<file path="config.mk">
export PLATFORM = sky130hd
export DESIGN_NAME = alu_arbiter_seq
export DESIGN_NICKNAME = d
export VERILOG_FILES = /design/src/rtl/alu_ctrl_pkg.sv /design/src/rtl/alu_arbiter_seq_rr_arb2.sv /design/src/rtl/alu_arbiter_seq.sv
export SDC_FILE = /design/constraint.sdc
export NUM_CORES = 1
export LEC_CHECK = 0
export ABC_AREA = 1
export ABC_CLOCK_PERIOD_IN_PS = 2900
export BUFFER_PORTS_ARGS = -buffer_cell sky130_fd_sc_hd__buf_2
export CAP_MARGIN = 30
export CORE_MARGIN = 2
export CORE_UTILIZATION = 52
export DETAILED_ROUTE_END_ITERATION = 16
export GPL_ROUTABILITY_DRIVEN = 0
export PLACE_DENSITY = 0.85
export SYNTH_ARGS = -nofsm -noshare
export SYNTH_HDL_FRONTEND = slang
export SYNTH_HIERARCHICAL = 1
export SYNTH_SLANG_ARGS = --single-unit
</file>
<file path="constraint.sdc">
create_clock -name clk_i -period 2.9 [get_ports clk_i]
set_clock_uncertainty 0.05 [all_clocks]
set_input_delay 0.435 -clock clk_i [delete_from_list [all_inputs] [get_ports clk_i]]
set_output_delay 0.435 -clock clk_i [all_outputs]
set_load 0.005 [all_outputs]
</file>
<file path="src/rtl/alu_ctrl_pkg.sv">
// Shared definitions for the ALU request sequencer.
// Holds the ALU opcode constants, including the reserved block that starts
// at the idle code 4'b1010, and the FSM state encoding used by alu_arbiter_seq.
package alu_ctrl_pkg;

    localparam logic [3:0] OP_ADD  = 4'b0000;
    localparam logic [3:0] OP_SUB  = 4'b0001;
    localparam logic [3:0] OP_AND  = 4'b0010;
    localparam logic [3:0] OP_OR   = 4'b0011;
    localparam logic [3:0] OP_XOR  = 4'b0100;
    // Driven onto the ALU whenever no operation is in flight; it is also the
    // first reserved code, so 4'b1010..4'b1111 are never executed.
    localparam logic [3:0] OP_IDLE = 4'b1010;

    typedef logic [2:0] state_t;

    localparam state_t ST_IDLE    = 3'd0;
    localparam state_t ST_ISSUE   = 3'd1;
    localparam state_t ST_SETTLE  = 3'd2;
    localparam state_t ST_CAPTURE = 3'd3;
    localparam state_t ST_RESP    = 3'd4;

    function automatic logic op_is_reserved(input logic [3:0] op);
        return (op >= OP_IDLE);
    endfunction

endpackage

</file>
<file path="src/rtl/alu_arbiter_seq_rr_arb2.sv">
// Two-way round-robin grant for the ALU sequencer.
// Ports:
//   clk_i, rst_n_i : clock, async active-low reset
//   en_i           : arbitration allowed this cycle (sequencer idle)
//   valid_i[1:0]   : request valid per requester
//   grant_o[1:0]   : one-hot grant, combinational, zero when en_i is low
// The priority pointer names the requester that wins a tie; it moves to the
// other requester after every grant so back-to-back ties alternate.
module rr_arb2 (
    input  logic       clk_i,
    input  logic       rst_n_i,
    input  logic       en_i,
    input  logic [1:0] valid_i,
    output logic [1:0] grant_o
);

    logic pri_q, pri_d;

    always_comb begin
        grant_o = 2'b00;
        if (en_i) begin
            case (valid_i)
                2'b01:   grant_o = 2'b01;
                2'b10:   grant_o = 2'b10;
                2'b11:   grant_o = pri_q ? 2'b10 : 2'b01;
                default: grant_o = 2'b00;
            endcase
        end
    end

    assign pri_d = (|grant_o) ? ~grant_o[1] : pri_q;

    always_ff @(posedge clk_i or negedge rst_n_i) begin
        if (!rst_n_i) pri_q <= 1'b0;
        else          pri_q <= pri_d;
    end

endmodule

</file>
<file path="src/rtl/alu_arbiter_seq.sv">
// Sequencer that arbitrates two requesters onto one external ALU.
// Ports:
//   clk_i, rst_n_i           : clock, async active-low reset
//   req_valid_i/req_ready_o  : per-requester handshake (bit n = requester n)
//   req_a_i/req_b_i/req_op_i : packed operands/opcodes, requester 1 in upper slice
//   alu_*_o / alu_*_i        : operands+opcode to the ALU, result+flags back
//   rsp_*                    : response channel {id, result, flags, err}
//   busy_o                   : sequencer not idle
//   op_count_o               : completed responses, wrapping
//
// state   | meaning
// IDLE    | ALU parked on OP_IDLE, arbitrate and latch a request
// ISSUE   | latched operands/opcode driven to the ALU
// SETTLE  | ALU inputs held while the result settles
// CAPTURE | ALU inputs held, result and flags registered on exit
// RESP    | response valid, waiting for rsp_ready_i
module alu_arbiter_seq
    import alu_ctrl_pkg::*;
#(
    parameter int WIDTH = 4
) (
    input  logic                    clk_i,
    input  logic                    rst_n_i,
    input  logic [1:0]              req_valid_i,
    output logic [1:0]              req_ready_o,
    input  logic [2*(WIDTH+1)-1:0]  req_a_i,
    input  logic [2*(WIDTH+1)-1:0]  req_b_i,
    input  logic [7:0]              req_op_i,
    output logic [WIDTH:0]          alu_a_o,
    output logic [WIDTH:0]          alu_b_o,
    output logic [3:0]              alu_ctrl_o,
    input  logic [WIDTH+1:0]        alu_result_i,
    input  logic                    alu_zero_i,
    input  logic                    alu_carry_i,
    input  logic                    alu_ovf_i,
    output logic                    rsp_valid_o,
    input  logic                    rsp_ready_i,
    output logic                    rsp_id_o,
    output logic [WIDTH+1:0]        rsp_result_o,
    output logic [2:0]              rsp_flags_o,
    output logic                    rsp_err_o,
    output logic                    busy_o,
    output logic [7:0]              op_count_o
);

    state_t           state_q, state_d;
    logic [WIDTH:0]   a_q, b_q;
    logic [3:0]       op_q;
    logic             id_q;
    logic [WIDTH+1:0] result_q;
    logic [2:0]       flags_q;
    logic             err_q;
    logic [7:0]       op_count_q;

    logic [1:0]       grant;
    logic             arb_en;
    logic             gnt_any;
    logic             gnt_idx;
    logic [WIDTH:0]   sel_a, sel_b;
    logic [3:0]       sel_op;
    logic             sel_rsv;
    logic             in_alu_phase;

    assign arb_en = (state_q == ST_IDLE);

    rr_arb2 u_rr_arb2 (
        .clk_i   (clk_i),
        .rst_n_i (rst_n_i),
        .en_i    (arb_en),
        .valid_i (req_valid_i),
        .grant_o (grant)
    );

    assign req_ready_o = grant;
    assign gnt_any     = |grant;
    assign gnt_idx     = grant[1];

    assign sel_a   = gnt_idx ? req_a_i[2*(WIDTH+1)-1:WIDTH+1] : req_a_i[WIDTH:0];
    assign sel_b   = gnt_idx ? req_b_i[2*(WIDTH+1)-1:WIDTH+1] : req_b_i[WIDTH:0];
    assign sel_op  = gnt_idx ? req_op_i[7:4] : req_op_i[3:0];
    assign sel_rsv = op_is_reserved(sel_op);

    always_comb begin
        state_d = state_q;
        case (state_q)
            ST_IDLE:    if (gnt_any) state_d = sel_rsv ? ST_RESP : ST_ISSUE;
            ST_ISSUE:   state_d = ST_SETTLE;
            ST_SETTLE:  state_d = ST_CAPTURE;
            ST_CAPTURE: state_d = ST_RESP;
            ST_RESP:    if (rsp_ready_i) state_d = ST_IDLE;
            default:    state_d = ST_IDLE;
        endcase
    end

    always_ff @(posedge clk_i or negedge rst_n_i) begin
        if (!rst_n_i) state_q <= ST_IDLE;
        else          state_q <= state_d;
    end

    // Reset wipes the latched request so an aborted operation leaves no trace.
    always_ff @(posedge clk_i or negedge rst_n_i) begin
        if (!rst_n_i) begin
            a_q        <= '0;
            b_q        <= '0;
            op_q       <= OP_IDLE;
            id_q       <= 1'b0;
            result_q   <= '0;
            flags_q    <= '0;
            err_q      <= 1'b0;
            op_count_q <= '0;
        end else begin
            if (state_q == ST_IDLE && gnt_any) begin
                a_q   <= sel_a;
                b_q   <= sel_b;
                op_q  <= sel_op;
                id_q  <= gnt_idx;
                err_q <= sel_rsv;
                // Reserved codes skip the ALU, so their response is zeroed here.
                if (sel_rsv) begin
                    result_q <= '0;
                    flags_q  <= '0;
                end
            end
            if (state_q == ST_CAPTURE) begin
                result_q <= alu_result_i;
                flags_q  <= {alu_ovf_i, alu_carry_i, alu_zero_i};
            end
            if (state_q == ST_RESP && rsp_ready_i) begin
                op_count_q <= op_count_q + 8'd1;
            end
        end
    end

    assign in_alu_phase = (state_q == ST_ISSUE) || (state_q == ST_SETTLE) ||
                          (state_q == ST_CAPTURE);

    always_comb begin
        alu_a_o    = '0;
        alu_b_o    = '0;
        alu_ctrl_o = OP_IDLE;
        if (in_alu_phase) begin
            alu_a_o    = a_q;
            alu_b_o    = b_q;
            alu_ctrl_o = op_q;
        end
    end

    assign rsp_valid_o  = (state_q == ST_RESP);
    assign rsp_id_o     = id_q;
    assign rsp_result_o = result_q;
    assign rsp_flags_o  = flags_q;
    assign rsp_err_o    = err_q;
    assign busy_o       = (state_q != ST_IDLE);
    assign op_count_o   = op_count_q;

endmodule
</file>
# Word level (Yosys, flattened, before mapping)
# Cells that the tools add are included.
# W data, S select, Z words.
# word_totals
ff_bits	37
input_bits	42
output_inout_bits	37
# op_classes
magnitude_cmp	1
n_reduce_logical	11
n_mux	19
n_bitwise	1
n_eq_ne	9
add_sub_neg	1
# ops
cell	n
$mux W5	4
$mux W3	6
$mux W6	3
$pmux W3 S5	1
$add A8 B1 Y8 const B	1
$mux W4	2
$eq A3 B2 Y1 const B	2
$pmux W2 S3	1
$eq A2 B2 Y1 const B	2
$ge A4 B4 Y1 const B	1
$mux W2	2
$ne A2 B1 Y1 const B	2
$reduce_and A2 Y1	2
$reduce_bool A2 Y1	2
$eq A3 B1 Y1 const B	1
$eq A3 B3 Y1 const B	1
$logic_not A3 Y1	1
$reduce_bool A3 Y1	1
$eq A2 B1 Y1 const B	1
$logic_and A1 B1 Y1	2
$logic_or A1 B1 Y1	2
$reduce_or A2 Y1	1
$not A1 Y1	1

# Logic depth before layout (Yosys ltp)
# Gate-level depths: netlist of the first run.
# logic_depth
depth_word	8
ltp_mapped	14
depth_no_buf	12

# Cells and area by module
# The synthesis of the first run kept the hierarchy.
# by_module_without_submodules
module	instances	cells_each	seq_area_each_um2	area_per_inst_um2
alu_arbiter_seq	1	232	903.4	1933.1
rr_arb2	1	11	25.0	63.8

# Least setup slack after synthesis of the first run
# No wires, ideal clock.
# synth_path
path_type	reg2reg
from	reg state_q[1]
to	reg a_q[0]
period_less_slack_ns	1.912
arrival_ns	1.736
setup_ns	0.127
path_stages_with_launch	12
setup_slack_ns	0.988
cell_sequence	dfrtp_1 nor2_4 nand2_4 inv_1 nand2_1 a21oi_1 buf_6 inv_2 clkbuf_2 or2_2 o211ai_1 o21ai_1
# synth_via
elab_chain_len	4
# synth_rtl
item	line_no	source
start, declared	alu_arbiter_seq.sv:46	state_t state_q, state_d;
start signal, assigned	alu_arbiter_seq.sv:97	else state_q <= state_d;
$logic_not A3 Y1 *	alu_arbiter_seq.sv:64	assign arb_en = (state_q == ST_IDLE);
net arb_en	alu_arbiter_seq.sv:56	logic arb_en;
$mux W2 *	alu_arbiter_seq_rr_arb2.sv:21	if (en_i) begin
net req_ready_o[1]	alu_arbiter_seq.sv:25	output logic [1:0] req_ready_o,
$reduce_or A2 Y1	alu_arbiter_seq.sv:75	assign gnt_any = |grant;
$logic_and A1 B1 Y1	alu_arbiter_seq.sv:112	if (state_q == ST_IDLE && gnt_any) begin
end signal, assigned	alu_arbiter_seq.sv:113	a_q <= sel_a;
end, declared	alu_arbiter_seq.sv:47	logic [WIDTH:0] a_q, b_q;
# The timed path passes the listed nets; every way through them passes the cells marked *.
# A chain may end at the register's enable or synchronous reset.

# Worst setup path in the final report of the first run
# layout_path
from	reg state_q[1]
to	reg result_q[3] (netlist: rsp_result_o[3])
# layout_via
elab_chain_len	6
# layout_rtl
item	line_no	source
$logic_not A3 Y1 *	alu_arbiter_seq.sv:64	
net arb_en	alu_arbiter_seq.sv:56	
$mux W2	alu_arbiter_seq_rr_arb2.sv:21	
$mux W4 or $reduce_or A2 Y1 (tied branches)	alu_arbiter_seq.sv:80, alu_arbiter_seq.sv:75	
$ge A4 B4 Y1 or $logic_and A1 B1 Y1 (tied branches)	alu_ctrl_pkg.sv:24, alu_arbiter_seq.sv:112	
$reduce_bool A2 Y1 (no source line)	--	
$reduce_and A2 Y1 (no source line) *	--	
end signal, assigned	alu_arbiter_seq.sv:125	result_q <= alu_result_i;
end, declared	alu_arbiter_seq.sv:50	logic [WIDTH+1:0] result_q;
# Marks and branches as above.

==> results of run 1 <==
-- how the worst max path moves through the flow --
stage / end / cells after the start
5_1_grt: rsp_result_o[5]$_DFFE_PN0P_ / 13
3_5_place_dp: rsp_result_o[3]$_DFFE_PN0P_ / 13
2_1_floorplan: a_q[0]$_DFFE_PN0P_ / 11
4_1_cts: rsp_result_o[3]$_DFFE_PN0P_ / 13
6_report: rsp_result_o[3]$_DFFE_PN0P_ / 13
3_3_place_gp: rsp_result_o[5]$_DFFE_PN0P_ / 13
-- cell families after synthesis --
family | after synthesis | synth area share
AOI/OAI and AO/OA | 32 | 0.1071
and+or+nand+nor | 120 | 0.2907
DFF | 37 | 0.4649
xor gates and xnor gates | 3 | 0.01316
buffers and inverters | 50 | 0.1178
adders and majority gates | 1 | 0.006265
-- worst register-to-register path, cell delays in order, from the launching register on --
cell,delay (ns)
dfrtp_1,0.43
nor2_4,0.16
nand2_4,0.09
inv_1,0.07
nand2_1,0.06
a21oi_1,0.11
buf_4,0.25
inv_2,0.15
nand2_1,0.13
nand2_1,0.06
nand2_1,0.08
nand3_1,0.33
nand3_1,0.20
nand2_1,0.07
-- layout by cell type, fill, tap and decap left out, drive strengths merged, types with 2 or more instances in the layout --
cell type / Yosys / layout
buf: 8 / 80
nand2: 68 / 68
inv: 40 / 40
dfrtp: 35 / 35
nand3: 19 / 19
nor2: 19 / 19
o21ai: 18 / 18
or2: 11 / 11
o211ai: 11 / 11
clkbuf: 1 / 7
a21oi: 3 / 3
xor2: 2 / 2
nand4: 2 / 2
dfstp: 2 / 2
-- registers in the layout, indices dropped and copies added, names as in the netlist --
register / flops
op_q: 4
rsp_result_o: 6
op_count_o: 8
a_q: 5
rsp_flags_o: 3
b_q: 5
rsp_err_o: 1
u_rr_arb2/pri_q: 1
state_q: 3
rsp_id_o: 1
-- cell type report --
type	count	share of cell area
Clock buffer	7	0.03499
Inverter	41	0.06237
Multi-Input combinational cell	156	0.3377
Sequential cell	37	0.3763
Tap cell	48	0.02434
Timing Repair Buffer	80	0.1643
-- power by group --
group	internal (mW)	total, mW	leakage, nW	switching [mW]
clock network	0.188	0.360	0.0443	0.172
registers	0.733	0.844	0.467	0.112
logic	0.410	0.996	0.911	0.585
total	1.33	2.20	1.42	0.869
-- per-layer routing --
metal  vias up  routed length, um
li1        906                  -
met1       808               1860
met2        65               2015
met3         3                341
met4         0                 28
met5         -                  0
-- metrics by stage --
step	total power, mW	util	hold WS [ns]
floorplan	1.557	-	0.08941
CTS	2.222	0.6689	0.2089
global route	2.401	0.6689	0.2439
finish	2.200	0.6689	0.1733
detailed placement	1.857	0.6455	0.4246
global placement	1.824	0.6455	0.4266
==> summary.md, run 1 <==
| Metric | Value |
|---|---|
| Status | finished clean |
| Longest Clk Path Bufs | 2 |
| Crit path max-delay cell type | dfrtp_1 |
| Placed insts | 362 |
| HP Class | in -> async |
| WS Path Type | reg -> reg |
| Top FF cell, synth | dfrtp_1 |
| Post-DP HPWL | 3119 um |
| Critical path's most frequent cell | nand2_1 |
| Die extent in y | roughly 66 um |
| RR Startpoint | state_q[1]$_DFFE_PN0P_ |
| Total die area | 4352 um2 |
| Mean Syn Cell Area | a little over 8 um2 |
| Commonest cells in the netlist | nand2_1, inv_1, dfrtp_1 |
| Critical path buffer and inverter count | 3 |
| Worst setup EP type | flop |
| Worst-Margin Slew | 0.7854 ns |
| First-pass GRT wire length | 7341 um |
| Dpl ws | 0.5513 ns |
| Final wirelength | ~4200 um |
| Placed cell area | 2381 um2 |
| DR iter-0 viols | 94 |
| Setup WS post-layout | between 0.5 and 0.6 ns |
| Setup TNS | 0 ns |
| Crit-path cells | nor2_4 -> nand2_4 -> inv_1 -> nand2_1 -> a21oi_1 -> buf_4 -> inv_2 -> nand2_1 -> nand2_1 -> nand2_1 -> nand3_1 -> nand3_1 -> nand2_1 |
| Post-route DRC | 0 |
| Top delay family on crit path | simple AND/OR/NAND/NOR gates |
| Met2 usage | 0.3813 |
| Req. time, crit path | 3.02 ns |
| Leakage Power | 1.422 nW |
| Max incr delay on CP | 0.43 ns |
| Area leader, netlist | dfrtp_1 |
| Share of cells above drive strength 1 | 0.3645 |
| Hold buffers post-CTS | 0 |
| Die width | 65.97 um |
| Reg2Reg Depth | 13 |
| Hold Vio Cnt, Final | 0 |
| Diode count | 0 |
| IO buf count | 78 |
| Starting Density | 0.5414 |
| Post-synth cell types | 28 |
| First-pass DRT Iterations | 4 |
| H-tree lvl count | 2 |
| Power Density | 891.7 nW/um2 |
| CTS clk-pin slew, worst paths | 0.07 ns |
| GRT Util Overall | 0.2179 |
| Clk_lat worst skew | 0.29 ns |
| Most frequent cell after synthesis | nand2_1 |
| Met1 Usage GRT | 0.2698 |
| Tcrit/Tclk final | 0.8085 |
| Final max-slew violation count | 0 |
| FF+latch count, synth | 37 |
| Post-synthesis sequential area ratio | 0.4649 |
| Crit path arrival time | between 2 and 2.5 ns |
| Fin crit period | 2.345 ns |
| Largest cells by area after synthesis | dfrtp_1, nand2_1, inv_1 |
| Largest net degree at the start of global routing | 38 |
| Worst flop-to-flop path endpoint | rsp_result_o[3]$_DFFE_PN0P_ |
| Number of global-route vias before repair | about 1700 |
| Ys Warns | 6 |
| Nets | 364 |
| Initial antenna violation count | 0 |
| Final std cells w/o fill | between 300 and 400 |
| Cts repair resizes | 0 |
| Gr ovfl total | 0 |
| Synthesized instance count | approximately 240 |
| Post-DRT Antenna Nets | 0 |
| Root buf cell | clkbuf_8 |
| Max_cap viols | 0 |
| Placeable Area | 3689 um2 |
| Fmax | 426.5 MHz |
| Slew margin rel. | 0.4764 |
| Footprint of the multi-input gates | 833.3 um2 |
| Sink Count | 37 |
| CTS tree | built |
| Sequential standard cell area | 928.4 um2 |
| Setup Buffers After CTS | 0 |
| Clock buffer count from CTS | 5 |
| Final setup fails | 0 |
| Final instance area | 2467 um2 |
| Post-Syn Area | 1997 um2 |
| Average wire per cell in the routed design | 11.51 um |
| GR Layer Usage met3 | 0.05963 |
| Fillers | between 300 and 400 |
| Gr busiest metal | met2 |
| Area share of the largest cell type after synthesis | 0.4386 |
| Setup crit start kind | flop |
| R2r setup slk | 0.56 ns |
| Syn_nets | 286 |
| Via/cell ratio | 4.829 |
| RSZ-0062 raised after global routing | no |
| I/O pin count | between 70 and 80 |
| Post-synth EDFFs | 0 |
| Ys async rst share | 1.000 |
| VDD IR-drop max | 0.4722 mV |
| CP Max Fanout | 17 |
| Num rows | 22 |
| Vias | 1782 |
| Worst setup path start | state_q[1]$_DFFE_PN0P_ |
| Area growth, synth to finish | 23.56% |
Power figures use the tool's default switching activity.
==> run 2, diff against run 1 <==
--- a/config.mk
+++ b/config.mk
@@ -5,15 +5,15 @@
 export SDC_FILE = /design/constraint.sdc
 export NUM_CORES = 1
 export LEC_CHECK = 0
-export ABC_AREA = 1
-export ABC_CLOCK_PERIOD_IN_PS = 2900
+export ABC_AREA = 0
+export ABC_CLOCK_PERIOD_IN_PS = 2050
 export BUFFER_PORTS_ARGS = -buffer_cell sky130_fd_sc_hd__buf_2
 export CAP_MARGIN = 30
 export CORE_MARGIN = 2
-export CORE_UTILIZATION = 52
+export CORE_UTILIZATION = 42
 export DETAILED_ROUTE_END_ITERATION = 16
 export GPL_ROUTABILITY_DRIVEN = 0
-export PLACE_DENSITY = 0.85
+export PLACE_DENSITY = 0.75
 export SYNTH_ARGS = -nofsm -noshare
 export SYNTH_HDL_FRONTEND = slang
 export SYNTH_HIERARCHICAL = 1
==> constraint.sdc (replaced) <==
create_clock -name clk_i -period 2.05 [get_ports clk_i]
set_clock_uncertainty 0.05 [all_clocks]
set_input_delay 0.3075 -clock clk_i [delete_from_list [all_inputs] [get_ports clk_i]]
set_output_delay 0.3075 -clock clk_i [all_outputs]
set_load 0.005 [all_outputs]
==> summary.md, run 2 <==
| Metric | Value |
|---|---|
| Post-synthesis sequential area ratio | 0.5207 (+0.05579) |
| Setup TNS | 0 ns (unchanged) |
| Via/cell ratio | 4.760 (-1.4%) |
| Vias | 1509 (-15%) |
| Power Density | 1300 nW/um2 (+46%) |
| Clock buffer count from CTS | 5 (unchanged) |
| Area leader, netlist | dfrtp_1 |
| Met2 usage | 0.2778 (-0.1035) |
| IO buf count | 78 (unchanged) |
| H-tree lvl count | 2 (unchanged) |
| Post-synth cell types | 36 (+29%) |
| Hold Vio Cnt, Final | 0 (unchanged) |
| DR iter-0 viols | 69 (-27%) |
| Max incr delay on CP | 0.40 ns (-0.03 ns) |
| Crit path arrival time | 1.55 ns (-0.92 ns) |
| Die width | 69.16 um (+4.8%) |
| Crit path to | req_ready_o[1] |
| First-pass GRT wire length | 6182 um (-16%) |
| Placed cell area | 2258 um2 (-5.1%) |
| CP Max Fanout | 11 (-6) |
| I/O pin count | 79 (unchanged) |
| Gr ovfl total | 0 (unchanged) |
| Setup crit start kind | flop |
| Largest cells by area after synthesis | dfrtp_1, nand2_1, mux2i_1 |
| Ys Warns | 6 (unchanged) |
| Post-DRT Antenna Nets | 0 (unchanged) |
| Final std cells w/o fill | 317 (-14%) |
| Worst setup path start | state_q[2]$_DFFE_PN0P_ |
| Clk_lat worst skew | 0.28 ns (about the same) |
| Root buf cell | clkbuf_8 |
| Commonest cells in the netlist | nand2_1, dfrtp_1, o21ai_0 |
| Post-synth EDFFs | 0 (unchanged) |
| First-pass DRT Iterations | 4 (unchanged) |
| Placeable Area | 4029 um2 (+9.2%) |
| Post-Syn Area | 1783 um2 (-11%) |
| Stages on worst setup path | 5 (-8) |
| VDD IR-drop max | 0.6952 mV (+47%) |
| RR Startpoint | state_q[2]$_DFFE_PN0P_ |
| FF+latch count, synth | 37 (unchanged) |
| Crit path max-delay cell type | dfrtp_1 |
| Hold buffers post-CTS | 0 (unchanged) |
| CTS tree | built |
| Top FF cell, synth | dfrtp_1 |
| Post-DP HPWL | 2962 um (-5.0%) |
| HP Class | in -> async |
| Most frequent cell after synthesis | nand2_1 |
| Critical path buffer and inverter count | 2 (-1) |
| Area growth, synth to finish | 32.00% |
| Largest net degree at the start of global routing | 38 (unchanged) |
| Fmax | 523.8 MHz |
| Sink Count | 37 (unchanged) |
| Total die area | 4782 um2 (+9.9%) |
| Ys async rst share | 1.000 (unchanged) |
| Core Util, Final | 0.5842 (-0.08477) |
| Status | finished clean |
| RSZ-0062 raised after global routing | no |
| GRT Util Overall | 0.1599 (-0.05798) |
| Initial antenna violation count | 0 (unchanged) |
| Final instance area | 2354 um2 (-4.6%) |
| Worst setup EP type | output port |
| Nets | 309 (-15%) |
| Number of global-route vias before repair | 1432 (-17%) |
| Met1 Usage GRT | 0.1985 (-0.07130) |
| Final wirelength | 3813 um (-10%) |
| Top delay family on crit path | flip-flops |
| Most common cell after layout, fill and taps aside | buf_2 |
| Hold_ws | 0.06048 ns (-0.1128 ns) |
| Placed insts | 309 (-15%) |
| Diode count | 0 (unchanged) |
| Longest Clk Path Bufs | 2 (unchanged) |
| Max FFs per register | 8 (unchanged) |
| Mean Syn Cell Area | 9.851 um2 (+20%) |
| Die extent in y | 69.16 um (+4.8%) |
| Most frequent cells in the layout | buf_2, nand2_1, dfrtp_1 |
| Gr busiest metal | met2 |
| Fillers | 372 (+15%) |
| Post-route DRC | 0 (unchanged) |
| Fin crit period | 1.909 ns |
| Reg2Reg Depth | 8 (-5) |
| Starting Density | 0.4425 (-0.09884) |
| Req. time, crit path | 1.69 ns (-1.33 ns) |
| Leakage Power | 1.238 nW (-13%) |
| Slew margin rel. | 0.4661 (-0.01029) |
| R2r setup slk | 0.22 ns (-0.34 ns) |
| Area share of the largest cell type after synthesis | 0.4912 (+0.05263) |
| Worst-Margin Slew | 0.8008 ns (+0.01543 ns) |
| Synthesized instance count | 181 (-26%) |
| Final max-slew violation count | 0 (unchanged) |
| Tcrit/Tclk final | 0.9313 |
| Num rows | 23 (+4.5%) |
| Max_cap viols | 0 (unchanged) |
| Syn_nets | 224 (-22%) |
| Worst flop-to-flop path endpoint | rsp_err_o$_DFFE_PN0P_ |
| Average wire per cell in the routed design | 12.03 um (+4.5%) |
| WS Path Type | reg -> out |
| Share of cells above drive strength 1 | 0.3933 (+0.02877) |
| Crit-path cells | nor3_4 -> nand2_1 -> a21oi_2 -> buf_4 -> buf_2 |
| Final setup fails | 0 (unchanged) |
| GR Layer Usage met3 | 0.02778 (-0.03185) |
| CTS clk-pin slew, worst paths | 0.07 ns (about the same) |
## run 2: worst min path at each step
stage / start / end / slack [ns] / cells after the start
floorplan: rst_n_i / a_q[0]$_DFFE_PN0P_ / -0.04 / 0
global placement: rst_n_i / rsp_flags_o[0]$_DFFE_PN0P_ / 0.39 / 1
detailed placement: rst_n_i / rsp_flags_o[2]$_DFFE_PN0P_ / 0.39 / 1
CTS: rst_n_i / rsp_result_o[1]$_DFFE_PN0P_ / 0.08 / 1
global route: rst_n_i / rsp_result_o[1]$_DFFE_PN0P_ / 0.12 / 1
finish: rst_n_i / rsp_result_o[1]$_DFFE_PN0P_ / 0.06 / 1
## run 2: cell type report
class / count / area, um2 / share of cell area
timing repair buffer: 87 / 457.9 / 0.1946
inverter: 3 / 11.26 / 0.004785
sequential: 37 / 928.4 / 0.3945
multi-input combinational: 132 / 803.3 / 0.3413
tap: 50 / 62.56 / 0.02658
clock buffer: 8 / 90.09 / 0.03828
## run 2: cells by family after synthesis
logic type,Yosys count,share of synthesized area
multiplexers,14,0.07930
AND/OR/NAND/NOR,78,0.2225
flip-flops,37,0.5207
adder cells (fa/ha/maj),1,0.007016
XOR/XNOR,8,0.03929
buffers and inverters,12,0.03368
AO/OA/AOI/OAI,31,0.09755
## run 2: metal layers
layer / vias up / wire length [um]
met3: 4 / 162
met2: 37 / 1916
li1: 771 / -
met5: - / 0
met1: 697 / 1689
met4: 0 / 44
## run 2: per-stage QoR
stage                     setup WS, ns  power (mW)
after floorplan                0.02010       2.014
after global placement          0.2332       2.535
after detailed placement        0.1417       2.571
after CTS                       0.1203       3.091
after global routing           0.03205       3.311
final                           0.1409       3.059
## run 2: report_power, final
part,switching (mW),leakage [nW],internal [mW]
sequential,0.187,0.466,1.04
combinational,0.683,0.726,0.639
clock,0.237,0.0455,0.274
## run 2: what timing repair did
item / 4_1_cts / 5_1_grt
gates cloned: 0 / 0
gates resized for setup: 1 / 1
setup endpoints to repair: 12 / 15
buffers inserted: 0 / 0
pin swaps: 0 / 1
endpoints found under the hold margin: 0 / 0
==> run 3, diff against run 2 <==
--- a/config.mk
+++ b/config.mk
@@ -6,14 +6,14 @@
 export NUM_CORES = 1
 export LEC_CHECK = 0
 export ABC_AREA = 0
-export ABC_CLOCK_PERIOD_IN_PS = 2050
+export ABC_CLOCK_PERIOD_IN_PS = 2200
 export BUFFER_PORTS_ARGS = -buffer_cell sky130_fd_sc_hd__buf_2
 export CAP_MARGIN = 30
-export CORE_MARGIN = 2
-export CORE_UTILIZATION = 42
+export CORE_MARGIN = 5
+export CORE_UTILIZATION = 50
 export DETAILED_ROUTE_END_ITERATION = 16
 export GPL_ROUTABILITY_DRIVEN = 0
-export PLACE_DENSITY = 0.75
+export PLACE_DENSITY = 0.84
 export SYNTH_ARGS = -nofsm -noshare
 export SYNTH_HDL_FRONTEND = slang
 export SYNTH_HIERARCHICAL = 1
==> constraint.sdc (replaced) <==
create_clock -name clk_i -period 2.2 [get_ports clk_i]
set_clock_uncertainty 0.05 [all_clocks]
set_input_delay 0.33 -clock clk_i [delete_from_list [all_inputs] [get_ports clk_i]]
set_output_delay 0.33 -clock clk_i [all_outputs]
set_load 0.005 [all_outputs]
==> summary.md, run 3 (synthesized netlist as in run 2, its figures left out) <==
| Metric | Value |
|---|---|
| Hold Vio Cnt, Final | 0 (unchanged) |
| Placeable Area | 3390 um2 (-16%) |
| I/O pin count | 79 (unchanged) |
| Post-DP HPWL | 3233 um (+9.1%) |
| RR Startpoint | state_q[1]$_DFFE_PN0P_ |
| Clock buffer count from CTS | 5 (unchanged) |
| Worst-Margin Slew | 0.7972 ns (-0.003636 ns) |
| RSZ-0062 raised after global routing | no |
| First-pass DRT Iterations | 4 (unchanged) |
| Worst setup EP type | output port |
| Placed cell area | 2231 um2 (-1.2%) |
| VDD IR-drop max | 0.6069 mV (-13%) |
| Worst flop-to-flop path endpoint | rsp_err_o$_DFFE_PN0P_ |
| Final std cells w/o fill | 310 (-2.2%) |
| Vias | 1538 (+1.9%) |
| Final wirelength | 4116 um (+7.9%) |
| WS Path Type | reg -> out |
| Hold buffers post-CTS | 0 (unchanged) |
| Final instance area | 2295 um2 (-2.5%) |
| Max FFs per register | 8 (unchanged) |
| Req. time, crit path | 1.82 ns (+0.13 ns) |
| CP Max Fanout | 12 (+1) |
| Die extent in y | 69.72 um (+0.81%) |
| HP Class | in -> async |
| Most common cell after layout, fill and taps aside | buf_2 |
| CTS tree | built |
| DR iter-0 viols | 107 (+55%) |
| Average wire per cell in the routed design | 13.28 um (+10%) |
| Fmax | around 500 MHz |
| Area growth, synth to finish | 28.70% |
| H-tree lvl count | 2 (unchanged) |
| Gr ovfl total | 0 (unchanged) |
| Status | finished clean |
| Post-route DRC | 0 (unchanged) |
| Starting Density | 0.5260 (+0.08348) |
| First-pass GRT wire length | 6803 um (+10%) |
| Number of global-route vias before repair | 1516 (+5.9%) |
| Power Density | 1180 nW/um2 (-9.2%) |
| Sink Count | 37 (unchanged) |
| Tot Pwr | 2.708 mW (-11%) |
| GRT Util Overall | 0.1741 (+0.01424) |
| Diode count | 0 (unchanged) |
| Clk_lat worst skew | 0.34 ns (+0.06 ns) |
| Setup crit start kind | flop |
| Slew margin rel. | 0.4685 (+0.002425) |
| Hold_ws | 0.006329 ns (-0.05415 ns) |
| Most frequent cells in the layout | buf_2, nand2_1, dfrtp_1 |
| Dpl ws | 0.1580 ns (+0.01636 ns) |
| Share of cells above drive strength 1 | 0.3902 (-0.003107) |
| Num rows | 21 (-8.7%) |
| IO buf count | 78 (unchanged) |
| Core Util, Final | 0.6770 (+0.09284) |
| R2r setup slk | 0.21 ns (about the same) |
| Initial antenna violation count | 0 (unchanged) |
| Fin crit period | 2.016 ns |
| Fillers | 268 (-28%) |
| Longest Clk Path Bufs | 2 (unchanged) |
| Post-DRT Antenna Nets | 0 (unchanged) |
| Crit path arrival time | 1.64 ns (+0.09 ns) |
| Via/cell ratio | 4.961 (+4.2%) |
| Leakage Power | 1.210 nW (-2.3%) |
| Nets | 306 (-0.97%) |
| Total die area | 4860 um2 (+1.6%) |
| Tcrit/Tclk final | 0.9166 |
| Reg2Reg Depth | 8 (unchanged) |
| Placed insts | 302 (-2.3%) |
| Final max-slew violation count | 0 (unchanged) |
| Setup Buffers After CTS | 0 (unchanged) |
| Setup TNS | 0 ns (unchanged) |
| Setup WS post-layout | 0.1836 ns (+0.04270 ns) |
| CTS clk-pin slew, worst paths | 0.11 ns (+0.04 ns) |
| Die width | 69.72 um (+0.81%) |
| Crit path to | alu_a_o[4] |
| Largest net degree at the start of global routing | 38 (unchanged) |
| Max_cap viols | 0 (unchanged) |
| Final setup fails | 0 (unchanged) |
| Root buf cell | clkbuf_4 |
| Worst setup path start | state_q[1]$_DFFE_PN0P_ |
[run 3: changes by cell type in the layout (fill, tap and decap cells not counted), sizes merged]
cell / before / now
buf: 87 / 84
clkbuf: 8 / 6
clkinv: 0 / 2
[run 3: layout make-up]
cell class | instances | area, um2 | share of cell area
well taps | 46 | 57.56 | 0.02508
clock buffers | 6 | 41.29 | 0.01799
clock inverters | 2 | 10.01 | 0.004362
flip-flops and latches | 37 | 928.4 | 0.4046
multi-input cells | 132 | 810.8 | 0.3533
inverters | 3 | 11.26 | 0.004907
repair buffers | 84 | 435.4 | 0.1897
[run 3: worst min path at each step]
stage                                   start                     endpoint  slack, ns
CTS                                   rst_n_i    op_count_o[4]$_DFFE_PN0P_       0.04
detailed placement                    rst_n_i  rsp_result_o[0]$_DFFE_PN0P_       0.41
floorplan                             rst_n_i           a_q[0]$_DFFE_PN0P_      -0.02
finish                                rst_n_i   rsp_flags_o[0]$_DFFE_PN0P_      0.006
global placement    op_count_o[7]$_DFFE_PN0P_    op_count_o[7]$_DFFE_PN0P_       0.40
global route                          rst_n_i   rsp_flags_o[0]$_DFFE_PN0P_       0.08
[run 3: what timing repair did]
| item | 4_1_cts | 5_1_grt |
|---|---|---|
| pin swaps | 0 | 0 |
| resized for setup | 1 | 2 |
| endpoints found under the hold margin | 0 | 0 |
| gates cloned | 0 | 0 |
| endpoints found under the setup margin | 12 | 9 |
[run 3: per-layer routing]
layer / vias up / part of all wire / GRT usage
met3: 8 / 0.062 / 0.04203
met5: - / 0 / 0
met1: 715 / 0.39 / 0.2046
met4: 0 / 0.019 / 0.07872
li1: 770 / - / -
met2: 45 / 0.53 / 0.2998
[run 3: report_power, final]
| part | switching (mW) | internal [mW] | leakage, nW |
|---|---|---|---|
| Clock | 0.219 | 0.122 | 0.0320 |
| Sequential | 0.193 | 0.965 | 0.466 |
| Combinational | 0.636 | 0.572 | 0.712 |
| Total | 1.05 | 1.66 | 1.21 |
[run 3: worst max-delay path, stage by stage (launching register included)]
cell     delay [ns]
dfrtp_1        0.50
nor2_1         0.13
nor2_2         0.34
and2_1         0.20
buf_2          0.11
